### config.mk
export PLATFORM = sky130hd
export DESIGN_NAME = seq_detect_param
export DESIGN_NICKNAME = d
export VERILOG_FILES = /design/src/rtl/seq_detect_pkg.sv /design/src/rtl/seq_detect_param_counter.sv /design/src/rtl/seq_detect_param.sv
export SDC_FILE = /design/constraint.sdc
export NUM_CORES = 1
export LEC_CHECK = 0
export ABC_AREA = 1
export CORE_AREA = 2 2 39 41
export CTS_CLUSTER_SIZE = 40
export DETAILED_ROUTE_END_ITERATION = 6
export DIE_AREA = 0 0 41 43
export HOLD_SLACK_MARGIN = 0.12
export MAX_ROUTING_LAYER = met4
export PLACE_DENSITY_LB_ADDON = 0.15
export SLEW_MARGIN = 20
export SYNTH_ARGS = -nofsm -noshare
export SYNTH_HDL_FRONTEND = slang
export SYNTH_SLANG_ARGS = --single-unit
export TNS_END_PERCENT = 100
### constraint.sdc
create_clock -name clk -period 1.5 [get_ports clk]
set_input_delay 0.225 -clock clk [delete_from_list [all_inputs] [get_ports clk]]
set_output_delay 0.225 -clock clk [all_outputs]
set_load 0.05 [all_outputs]
### src/rtl/seq_detect_pkg.sv
`default_nettype none
// ============================================================================
//  Module      : seq_detect_pkg
//  Description : Shared elaboration-time helpers for the serial sequence
//                detector: state-register width, KMP failure function and
//                the pattern-automaton next-state function.
//  Revision    : 1.0  initial release
// ============================================================================
package seq_detect_pkg;

    // Largest supported pattern; patterns are zero-extended to this width
    // when handed to the helper functions.
    localparam int c_max_seq_len = 16;

    // Bits needed to encode states 0..seq_len, i.e. clog2(seq_len + 1).
    function automatic int state_width(input int seq_len);
        int w;
        int v;
        w = 0;
        v = seq_len;
        while (v > 0) begin
            w++;
            v = v >> 1;
        end
        if (w < 1) w = 1;
        return w;
    endfunction

    // Bit i of the pattern in arrival order (i = 0 is the first bit, the MSB).
    function automatic logic pat_bit(input logic [c_max_seq_len-1:0] pattern,
                                     input int seq_len, input int i);
        logic [c_max_seq_len-1:0] t;
        t = pattern >> (seq_len - 1 - i);
        return t[0];
    endfunction

    // Length of the longest proper prefix of pattern[0..k-1] that is also a
    // suffix of it.
    function automatic int fail(input logic [c_max_seq_len-1:0] pattern,
                                input int seq_len, input int k);
        int  res;
        bit  found;
        bit  ok;
        res   = 0;
        found = 1'b0;
        for (int l = k - 1; l >= 1; l--) begin
            if (!found) begin
                ok = 1'b1;
                for (int j = 0; j < l; j++) begin
                    if (pat_bit(pattern, seq_len, j) != pat_bit(pattern, seq_len, k - l + j))
                        ok = 1'b0;
                end
                if (ok) begin
                    res   = l;
                    found = 1'b1;
                end
            end
        end
        return res;
    endfunction

    // Matched length after receiving bit b in state 'state'. State seq_len is
    // DETECT, which restarts from M0 or, when overlapping, from M(fail(seq_len)).
    // The result is the longest pattern prefix that is a suffix of the
    // received stream, which is exactly the KMP automaton transition.
    function automatic int next_state(input logic [c_max_seq_len-1:0] pattern,
                                      input int seq_len, input int overlap,
                                      input int state, input logic b);
        int  k;
        int  res;
        bit  found;
        bit  ok;
        k = state;
        if (state >= seq_len)
            k = (overlap != 0) ? fail(pattern, seq_len, seq_len) : 0;
        res   = 0;
        found = 1'b0;
        for (int l = k + 1; l >= 1; l--) begin
            if (!found) begin
                ok = (pat_bit(pattern, seq_len, l - 1) == b);
                for (int j = 0; j < l - 1; j++) begin
                    if (pat_bit(pattern, seq_len, j) != pat_bit(pattern, seq_len, k - l + 1 + j))
                        ok = 1'b0;
                end
                if (ok) begin
                    res   = l;
                    found = 1'b1;
                end
            end
        end
        return res;
    endfunction

endpackage
`default_nettype wire

### src/rtl/seq_detect_param_counter.sv
`default_nettype none
// ============================================================================
//  Module      : seq_match_counter
//  Description : Saturating up-counter; counts one per cycle with inc high
//                and sticks at all-ones instead of wrapping.
//  Revision    : 1.0  initial release
// ============================================================================
module seq_match_counter #(
    parameter int CNT_W = 8
) (
    input  logic             clk,
    input  logic             rst_n,
    input  logic             inc,
    output logic [CNT_W-1:0] count
);

    logic [CNT_W-1:0] count_q;
    logic [CNT_W-1:0] count_d;

    // Increment unless already saturated.
    always_comb begin
        count_d = count_q;
        if (inc && (count_q != {CNT_W{1'b1}}))
            count_d = count_q + 1'b1;
    end

    // Count register, cleared asynchronously.
    always_ff @(posedge clk or negedge rst_n) begin
        if (!rst_n) count_q <= '0;
        else        count_q <= count_d;
    end

    assign count = count_q;

endmodule
`default_nettype wire

### src/rtl/seq_detect_param.sv
`default_nettype none
// ============================================================================
//  Module      : seq_detect_param
//  Description : Parameterised Moore serial-pattern detector (KMP automaton)
//                with optional saturating match counter.
//                Define SEQ_DETECT_CNT_EN to build the match counter;
//                otherwise match_count is tied to zero.
//  Revision    : 1.0  initial release
// ============================================================================
module seq_detect_param
    import seq_detect_pkg::*;
#(
    parameter int                SEQ_LEN = 4,
    parameter logic [SEQ_LEN-1:0] PATTERN = 4'b1011,
    parameter int                OVERLAP = 0,
    parameter int                CNT_W   = 8
) (
    input  logic             clk,
    input  logic             rst_n,
    input  logic             data_in,
    input  logic             valid_in,
    output logic             out,
    output logic [CNT_W-1:0] match_count
);

    // State k = number of pattern bits matched; SEQ_LEN is DETECT.
    localparam int                          c_state_w   = state_width(SEQ_LEN);
    localparam int                          c_num_codes = 1 << c_state_w;
    localparam logic [c_max_seq_len-1:0]    c_pattern   = c_max_seq_len'(PATTERN);
    localparam logic [c_state_w-1:0]        c_st_m0     = '0;
    localparam logic [c_state_w-1:0]        c_st_detect = c_state_w'(SEQ_LEN);

    if ((SEQ_LEN < 2) || (SEQ_LEN > c_max_seq_len)) begin : g_bad_seq_len
        $error("seq_detect_param: SEQ_LEN=%0d outside legal range 2..16", SEQ_LEN);
    end

    logic [c_state_w-1:0] state_q;
    logic [c_state_w-1:0] state_d;

    // Transition table resolved at elaboration; unused codes fall back to M0.
    logic [c_state_w-1:0] w_nxt_on0 [c_num_codes];
    logic [c_state_w-1:0] w_nxt_on1 [c_num_codes];

    for (genvar s = 0; s < c_num_codes; s++) begin : g_next_tbl
        if (s <= SEQ_LEN) begin : g_used
            localparam logic [c_state_w-1:0] c_on0 =
                c_state_w'(next_state(c_pattern, SEQ_LEN, OVERLAP, s, 1'b0));
            localparam logic [c_state_w-1:0] c_on1 =
                c_state_w'(next_state(c_pattern, SEQ_LEN, OVERLAP, s, 1'b1));
            assign w_nxt_on0[s] = c_on0;
            assign w_nxt_on1[s] = c_on1;
        end else begin : g_unused
            assign w_nxt_on0[s] = c_st_m0;
            assign w_nxt_on1[s] = c_st_m0;
        end
    end

    // State register: async clear drops any partial match.
    always_ff @(posedge clk or negedge rst_n) begin
        if (!rst_n) state_q <= c_st_m0;
        else        state_q <= state_d;
    end

    // Next state: advance only on accepted bits, hold otherwise.
    always_comb begin
        state_d = state_q;
        if (valid_in)
            state_d = data_in ? w_nxt_on1[state_q] : w_nxt_on0[state_q];
    end

    // Moore output: depends on the state register only.
    always_comb begin
        out = (state_q == c_st_detect);
    end

`ifdef SEQ_DETECT_CNT_EN
    logic w_inc;
    assign w_inc = valid_in && (state_d == c_st_detect);

    seq_match_counter #(
        .CNT_W (CNT_W)
    ) u_match_counter (
        .clk   (clk),
        .rst_n (rst_n),
        .inc   (w_inc),
        .count (match_count)
    );
`else
    assign match_count = '0;
`endif

endmodule
`default_nettype wire

== Word level (Yosys, flattened, before mapping) ==
Memories as Yosys holds them, arrays and structs flattened.
Index checks and enable logic that the tools add are counted.
W data, S select, Z words.
Word-level totals
  register bits after elaboration: 3
  bits in latches: 0
  memory bits (writable): 0
  bits in read-only memories: 48
  input port bits: 4
  output and inout bits: 9
  logic and storage cells: 11
  memories kept: 2
Memories
  (no name shown): words 8, bits a word 3, read ports 1, clocked after memory_dff 0, wr ports 0, line seq_detect_param.sv:68  | state_d = data_in ? w_nxt_on1[state_q] : w_nxt_on0[state_q];
  (no name shown): words 8, bits a word 3, read ports 1, clocked after memory_dff 0, wr ports 0, line seq_detect_param.sv:68
Operators by class
  add/sub/neg operators: 0
  multiply operators: 0
  divide/modulo/power cells: 0
  order comparisons: 1
  equality and inequality tests: 1
  shift operators: 0
  muxes and demuxes: 5
  bitwise logic cells: 1
  reductions and logical operators: 0
Operator list (number)
  $mux W3: 5
  $ge A4 B4 Y1 const B: 1
  $not A3 Y4: 1
  $eq A3 B3 Y1 const B: 1

== Depth between registers and ports, before layout ==
Gate-level depths: netlist of run 1.
  depth in word-level cells: 5
  depth in mapped cells: 5
  depth with buffers taken out: 5

== Worst setup path after synthesis of run 1 ==
No wires, ideal clock.
  path type: register to output
  start: register state_q[0]
  end: output port out
  arrival: 1498 ps
  data required time: 1275 ps
  path slack: -223 ps
  stages on the path, launching flop included: 2
  path buffers: 0
  cell sequence: dfrtp_1 nor3_1
Between the ends
  longest elaborated chain between the ends: 1
Ends and longest elaborated chain
  from (decl): line seq_detect_param.sv:37  | logic [c_state_w-1:0] state_q;
  from (signal assigned): line seq_detect_param.sv:60  | if (!rst_n) state_q <= c_st_m0;
  from (signal assigned): line seq_detect_param.sv:61  | else state_q <= state_d;
  $eq A3 B3 Y1: line seq_detect_param.sv:73  | out = (state_q == c_st_detect);
  to (decl): line seq_detect_param.sv:22  | output logic out,
No other way between the ends.

== Final worst setup path of run 1 ==
Same ends and word-level chain as after synthesis.

==> results of run 1 <==
==> worst paths after layout <==
path	depth (start not counted)	endpoint	startpoint	slack [ns]
min in group clk	2	state_q[1]	state_q[1]	0.55
max	2	out	state_q[0]	0.21
max in group asynchronous	1	state_q[0]	rst_n	1.19
min	1	state_q[1]	rst_n	0.18
max reg2reg	4	state_q[0]	state_q[2]	0.64
min reg2reg	2	state_q[1]	state_q[1]	0.55
==> stage by stage <==
stage / cells / power (W) / instance area [um^2] / hold WS (ns)
after floorplan: 37 / 0.000179 / 246 / -0.0706
after global placement: 49 / 0.000183 / 256 / 0.417
after detailed placement: 49 / 0.000183 / 256 / 0.419
after CTS: 53 / 0.000331 / 283 / 0.168
after global routing: 53 / 0.000350 / 283 / 0.176
final: 53 / 0.000323 / 283 / 0.175
==> routing by layer <==
metal	wire, um	vias up
met5	0	-
met4	0	0
met3	26	0
met2	168	7
met1	145	75
li1	-	91
==> logic make-up (layout without fill, tap and decap cells) <==
| group | after synthesis | in the layout | share of synthesized area [%] |
|---|---|---|---|
| simple gates | 13 | 13 | 25.0 |
| flops | 3 | 3 | 34.9 |
| compound gates | 2 | 2 | 5.23 |
| buf+inv | 11 | 11 | 33.1 |
| other cells | 1 | 8 | 1.74 |
==> layout by cell type, fill, tap and decap left out <==
cell,synthesis,layout
nor3_2,0,1
clkbuf_1,0,1
conb_1,1,8
buf_12,0,1
nand2_1,7,7
nand3_1,3,3
o22ai_1,1,1
dfrtp_1,3,3
inv_1,3,3
clkbuf_4,0,3
clkdlybuf4s50_1,0,3
nor2_1,2,2
o21ai_0,1,1
==> final cells by class <==
class	instances	area, um^2	share of cell area (%)
clock buffer	4	26.3	9.29
tap	16	20.0	7.08
sequential	3	75.1	26.5
timing repair buffer	4	50.0	17.7
multi-input combinational	23	100	35.4
inverter	3	11.3	3.98
==> power breakdown <==
part	total (W)	internal, W	switching (W)
registers	0.000101	0.0000899	0.0000109
logic	0.0000810	0.0000185	0.0000625
clock network	0.000141	0.0000997	0.0000415
==> flow_metrics.env, run 1 <==
export IMPL_status="completed"
export IMPL_yosys_top_cells_area="dfrtp_1, buf_4, nand2_1"
export IMPL_setup_ws_ns=0.205
export IMPL_hold_viol_final=0
export IMPL_clock_latency_ns=0.23
export IMPL_yosys_warnings=0
export IMPL_setup_tns_ns=0
export IMPL_cts_sinks=3
export IMPL_dp_hpwl_um=273
export IMPL_critical_path_buf_inv_count=1
export IMPL_finalCritPeriodShare_pct=86.3
export IMPL_cts_max_path_buffers=2
export IMPL_path_max_fanout=6
export IMPL_num_io_pins=13
export IMPL_power_density_mw_per_mm2=1140
export IMPL_cap_violations=0
export IMPL_synth_most_common_cell="buf_4"
export IMPL_io_buffers=4
export IMPL_largest_register_ffs=3
export IMPL_max_freq_mhz=772
export IMPL_cts_setup_buffers=0
export IMPL_cp_required_ns=1.27
export IMPL_grt_pass1_vias=160
export IMPL_finalClockSkew_ns=0.0000208
export IMPL_reg_top3="state_q (3)"
export IMPL_drv_slew=0
export IMPL_cts_clk_slew_worst_paths_ns=0.04
export IMPL_rsz0062_at_grt="false"
export IMPL_postSynth_asyncResetShare_pct=100
export IMPL_met2_usage_pct=6.25
export IMPL_fp_dieW_um=41
export IMPL_vias=173
export IMPL_fp_coreArea_mm2=0.00138
export IMPL_synth_largest_area_cell="dfrtp_1"
export IMPL_initial_core_util_pct=15.6
export IMPL_die_area_mm2=0.00176
export IMPL_dieHeight_um=43
export IMPL_drt_wirelength_per_cell_um=6.42
export IMPL_hold_class="in -> async"
export IMPL_grt_pass1_wl_um=586
export IMPL_synth_edff_count=0
export IMPL_synth_commonest_cells="buf_4, nand2_1, dfrtp_1, inv_1, nand3_1"
export IMPL_syn_to_final_growth_pct=31.4
export IMPL_drt_total_wl_um=340
export IMPL_synth_cells=30
export IMPL_crit_slowest_cell="dfrtp_1"
export IMPL_final_nets=42
export IMPL_synth_seq_cells=3
export IMPL_crit_path_end_kind="output port"
export IMPL_yosysSeqAreaShare_pct=34.9
export IMPL_grtUsageMet3_pct=3.14
export IMPL_gp_congestion=0.650
export IMPL_max_flop_register="state_q"
export IMPL_drtIter0Drc=2
export IMPL_syn_area_per_cell_um2=7.17
export IMPL_n_fill_cell=153
export IMPL_cts_root_buf="clkbuf_4"
export IMPL_setup_violations_final=0
export IMPL_synthFlopType="dfrtp_1"
export IMPL_grt_overflow=0
export IMPL_drc=0
export IMPL_critPathLaunchType="flop"
export IMPL_rows=14
export IMPL_drt_pass1_iter_count=2
export IMPL_worstPathCellList="nor3_2, buf_12"
export IMPL_drive_above_1_share_pct=13.5
export IMPL_crit_family="flip-flops"
export IMPL_fin_util_pct=20.4
export IMPL_power_leakage_nw=0.148
export IMPL_ant_nets=0
export IMPL_drt_vias_per_instance=3.26
export IMPL_grt_max_degree=7
export IMPL_htreeDepth=1
export IMPL_synth_cell_types=10
export IMPL_grt_busiest_layer="met2"
export IMPL_numCtsBuffers=3
export IMPL_critPathArrivalTime_ns=1.07
export IMPL_ir_drop_v=0.000352
export IMPL_tritoncts="built"
export IMPL_cts_hold_buf=0
export IMPL_post_synth_top_area_fraction_pct=34.9
export IMPL_met1_usage_pct=6.15
export IMPL_dp_slack_ns=0.380
export IMPL_ctsResizeCount=0
export IMPL_diodes=0
export IMPL_critical_path_class="reg -> out"
export IMPL_critical_path_max_stage_delay_ns=0.43
export IMPL_grt_use_total_pct=5.57
export IMPL_syn_cell_area_um2=215
export IMPL_min_period_ns=1.29
export IMPL_grt_antenna_before_repair=0
Power figures use the tool's default switching activity.
==> run 2, diff against run 1 <==
Settings changed: ABC_CLOCK_PERIOD_IN_PS from default to 1500, PLACE_DENSITY_LB_ADDON 0.15 to default, SLEW_MARGIN 20 to 10.
==> flow_metrics.env, run 2 (same netlist as run 1, synthesis figures left out) <==
export IMPL_drtIter0Drc=0
export IMPL_max_freq_mhz=770
export IMPL_largest_register_ffs=3
export IMPL_critical_path_class="reg -> out"
export IMPL_clock_latency_ns=0.23
export IMPL_die_area_mm2=0.00176
export IMPL_fp_dieW_um=41
export IMPL_io_buffers=4
export IMPL_dp_slack_ns=0.379
export IMPL_dieHeight_um=43
export IMPL_status="completed"
export IMPL_ctsResizeCount=0
export IMPL_cp_required_ns=1.27
export IMPL_tritoncts="built"
export IMPL_vias=178
export IMPL_crit_path_end_kind="output port"
export IMPL_cts_root_buf="clkbuf_4"
export IMPL_cts_max_path_buffers=2
export IMPL_cts_setup_buffers=0
export IMPL_min_period_ns=1.30
export IMPL_path_max_fanout=6
export IMPL_grt_overflow=0
export IMPL_num_io_pins=13
export IMPL_drv_slew=0
export IMPL_hold_viol_final=0
export IMPL_cap_violations=0
export IMPL_power_leakage_nw=0.148
export IMPL_grt_pass1_vias=152
export IMPL_ir_drop_v=0.000237
export IMPL_critical_path_max_stage_delay_ns=0.42
export IMPL_ant_nets=0
export IMPL_holdWs_ns=0.174
export IMPL_reg_top3="state_q (3)"
export IMPL_worst_r2r_path_depth=4
export IMPL_numCtsBuffers=3
export IMPL_final_nets=42
export IMPL_drt_wirelength_per_cell_um=6.26
export IMPL_drive_above_1_share_pct=13.5
export IMPL_layout_common_cells="conb_1, nand2_1"
export IMPL_setup_violations_final=0
export IMPL_diodes=0
export IMPL_initial_core_util_pct=15.6
export IMPL_grt_use_total_pct=5.65
export IMPL_cts_clk_slew_worst_paths_ns=0.04
export IMPL_cp_startpoint="state_q[0]"
export IMPL_max_flop_register="state_q"
export IMPL_htreeDepth=1
export IMPL_drc=0
export IMPL_cp_endpoint="out"
export IMPL_n_fill_cell=157
export IMPL_power_density_mw_per_mm2=1140
export IMPL_r2r_setup_slack_ns=0.64
export IMPL_dp_hpwl_um=265
export IMPL_finalClockSkew_ns=0.000882
export IMPL_drt_total_wl_um=332
export IMPL_grt_max_degree=7
export IMPL_worstPathCellList="nor3_2, buf_12"
export IMPL_setup_tns_ns=0
export IMPL_final_common_cell="conb_1"
export IMPL_syn_to_final_growth_pct=31.4
export IMPL_critPathLaunchType="flop"
export IMPL_critPathArrivalTime_ns=1.07
export IMPL_crit_reg2reg_capture="state_q[0]"
export IMPL_regToRegStartpoint="state_q[2]"
export IMPL_setup_ws_ns=0.202
export IMPL_grt_antenna_before_repair=0
export IMPL_rows=14
export IMPL_drt_vias_per_instance=3.36
export IMPL_grt_pass1_wl_um=524
export IMPL_crit_slowest_cell="dfrtp_1"
export IMPL_finalCritPeriodShare_pct=86.5
export IMPL_rsz0062_at_grt="false"
export IMPL_cts_hold_buf=0
export IMPL_cts_sinks=3
export IMPL_fp_coreArea_mm2=0.00138
export IMPL_gp_congestion=0.628
export IMPL_drt_pass1_iter_count=1
export IMPL_hold_class="in -> async"
[run 2: cell counts in the layout (fill, tap and decap cells not counted)]
No cell type changed its count.
[run 2: critical path: cells and delay by family (launching register included)]
family | cells | cell delay [ns]
buf+inv | 1 | 0.17
flops | 1 | 0.42
simple gates | 1 | 0.25
[run 2: worst min-delay path by stage]
stage / startpoint / cells after the start / endpoint / slack [ns]
floorplan: rst_n / 0 / state_q[0] / -0.07
global placement: rst_n / 1 / state_q[2] / 0.42
detailed placement: rst_n / 1 / state_q[1] / 0.42
CTS: rst_n / 1 / state_q[0] / 0.17
global route: rst_n / 1 / state_q[0] / 0.17
finish: rst_n / 1 / state_q[0] / 0.17
[run 2: metal layers]
| metal | routed length (um) | vias to the layer above | part of all wire [%] | track usage [%] |
|---|---|---|---|---|
| met5 | 0 | - | 0 | - |
| met4 | 0 | 0 | 0 | 10.0 |
| met3 | 28 | 0 | 8.4 | 3.14 |
| met2 | 201 | 8 | 61 | 7.81 |
| met1 | 103 | 79 | 31 | 2.88 |
| li1 | - | 91 | - | - |
[run 2: metrics by stage]
| stage | cells | power [W] | cell area [um^2] | util [%] |
|---|---|---|---|---|
| final | 53 | 0.000322 | 283 | 20.4 |
| after global routing | 53 | 0.000353 | 283 | 20.4 |
| after CTS | 53 | 0.000333 | 283 | 20.4 |
| after detailed placement | 49 | 0.000182 | 256 | 18.5 |
| after global placement | 49 | 0.000182 | 256 | 18.5 |
| after floorplan | 37 | 0.000179 | 246 | - |
[run 2: cell type report]
type	instances	area [um^2]	share of cell area, %
clock buffers	4	26.3	9.29
inverters	3	11.3	3.98
multi-input cells	23	100	35.4
flip-flops and latches	3	75.1	26.5
well taps	16	20.0	7.08
repair buffers	4	50.0	17.7
[run 2: report_power, final]
group	switching, W	internal, W
registers	0.0000103	0.0000899
logic	0.0000618	0.0000185
clock network	0.0000416	0.0000997
==> run 3, diff against run 2 <==
Settings changed: CORE_AREA 2 2 39 41 to 4 4 41 43, DIE_AREA 0 0 41 43 to 0 0 45 47, SLEW_MARGIN 10 to default.
==> flow_metrics.env, run 3 (same netlist as run 1, synthesis figures left out) <==
export IMPL_hold_class="in -> async"
export IMPL_cts_sinks=3
export IMPL_ant_nets=0
export IMPL_reg_top3="state_q (3)"
export IMPL_max_flop_register="state_q"
export IMPL_num_io_pins=13
export IMPL_power_density_mw_per_mm2=1140
export IMPL_status="completed"
export IMPL_layout_common_cells="conb_1, nand2_1"
export IMPL_syn_to_final_growth_pct=30.8
export IMPL_grt_pass1_wl_um=545
export IMPL_max_freq_mhz=769
export IMPL_drt_pass1_iter_count=4
export IMPL_placed_cells=48
export IMPL_gp_congestion=0.667
export IMPL_critical_path_class="reg -> out"
export IMPL_crit_path_end_kind="output port"
export IMPL_numCtsBuffers=3
export IMPL_initial_core_util_pct=16.5
export IMPL_ctsResizeCount=0
export IMPL_critPathArrivalTime_ns=1.07
export IMPL_vias=189
export IMPL_multi_input_area_um2=100
export IMPL_n_fill_cell=156
export IMPL_dp_hpwl_um=310
export IMPL_grt_overflow=0
export IMPL_crit_slowest_cell="dfrtp_1"
export IMPL_cap_violations=0
export IMPL_critPathLaunchType="flop"
export IMPL_drtIter0Drc=1
export IMPL_fp_dieW_um=45
export IMPL_critical_path_buf_inv_count=1
export IMPL_drv_slew=0
export IMPL_drt_wirelength_per_cell_um=7.21
export IMPL_cts_clk_slew_worst_paths_ns=0.04
export IMPL_power_leakage_nw=0.148
export IMPL_rsz0062_at_grt="false"
export IMPL_cp_required_ns=1.27
export IMPL_dieHeight_um=47
export IMPL_crit_cells=2
export IMPL_drt_total_wl_um=375
export IMPL_rows=13
export IMPL_worstPathCellList="nor3_2, buf_12"
export IMPL_grt_use_total_pct=4.74
export IMPL_cts_root_buf="clkbuf_4"
export IMPL_cts_setup_buffers=0
export IMPL_grt_max_degree=7
export IMPL_finalCritPeriodShare_pct=86.7
export IMPL_grt_pass1_vias=152
export IMPL_final_area_um2=282
export IMPL_tritoncts="built"
export IMPL_io_buffers=4
export IMPL_cts_max_path_buffers=2
export IMPL_cts_hold_buf=0
export IMPL_diodes=0
export IMPL_path_max_fanout=6
export IMPL_stdcell_count=52
export IMPL_drt_vias_per_instance=3.63
export IMPL_setup_violations_final=0
export IMPL_htreeDepth=1
export IMPL_final_nets=42
export IMPL_worst_r2r_path_depth=4
export IMPL_drive_above_1_share_pct=13.5
export IMPL_final_common_cell="conb_1"
export IMPL_min_period_ns=1.30
export IMPL_hold_viol_final=0
export IMPL_finalClockSkew_ns=0.000127
export IMPL_die_area_mm2=0.00212
export IMPL_clock_latency_ns=0.23
export IMPL_ir_drop_v=0.000199
export IMPL_largest_register_ffs=3
export IMPL_setup_tns_ns=0
export IMPL_grt_antenna_before_repair=0
export IMPL_place_area_um2=255
export IMPL_critical_path_max_stage_delay_ns=0.43
export IMPL_seqCellArea_um2=75.1
export IMPL_drc=0
export IMPL_crit_family="flip-flops"
export IMPL_fp_coreArea_mm2=0.00130
==> run 3: cell counts in the layout (fill, tap and decap cells not counted) <==
No cell type changed its count.
==> run 3: worst paths after layout <==
| check | startpoint | to | slack [ns] |
|---|---|---|---|
| max in group asynchronous | rst_n | state_q[0] | 1.19 |
| hold reg to reg | state_q[1] | state_q[1] | 0.54 |
| hold / removal | rst_n | state_q[1] | 0.17 |
| setup / recovery | state_q[0] | out | 0.20 |
| setup reg to reg | state_q[2] | state_q[0] | 0.64 |
| min in group clk | state_q[1] | state_q[1] | 0.54 |
==> run 3: area by class of cell <==
type | count | area share, %
flip-flops and latches | 3 | 26.7
well taps | 15 | 6.67
clock buffers | 4 | 9.33
multi-input cells | 23 | 35.6
inverters | 3 | 4.00
repair buffers | 4 | 17.8
==> run 3: layer usage <==
metal  global-route usage [%]  routed length [um]  vias up
met1                     2.97                 116       92
li1                         -                   -       92
met2                     5.93                 228        5
met5                        -                   0        -
met4                     10.5                   0        0
met3                     2.30                  30        0
==> run 3: stage by stage <==
stage	hold WS [ns]	setup WS [ns]	total power, W	util (%)
finish	0.173	0.200	0.000321	21.6
global route	0.172	0.150	0.000351	21.6
global placement	0.419	0.396	0.000182	19.6
floorplan	-0.0706	0.202	0.000179	-
detailed placement	0.416	0.395	0.000182	19.6
CTS	0.165	0.184	0.000332	21.6
==> run 3: report_power, final <==
part / leakage, nW / total (W) / internal (W) / switching (W)
clock network: 0.0150 / 0.000140 / 0.0000996 / 0.0000402
logic: 0.0941 / 0.0000809 / 0.0000185 / 0.0000624
registers: 0.0392 / 0.000100 / 0.0000899 / 0.0000104
total: 0.148 / 0.000321 / 0.000208 / 0.000113
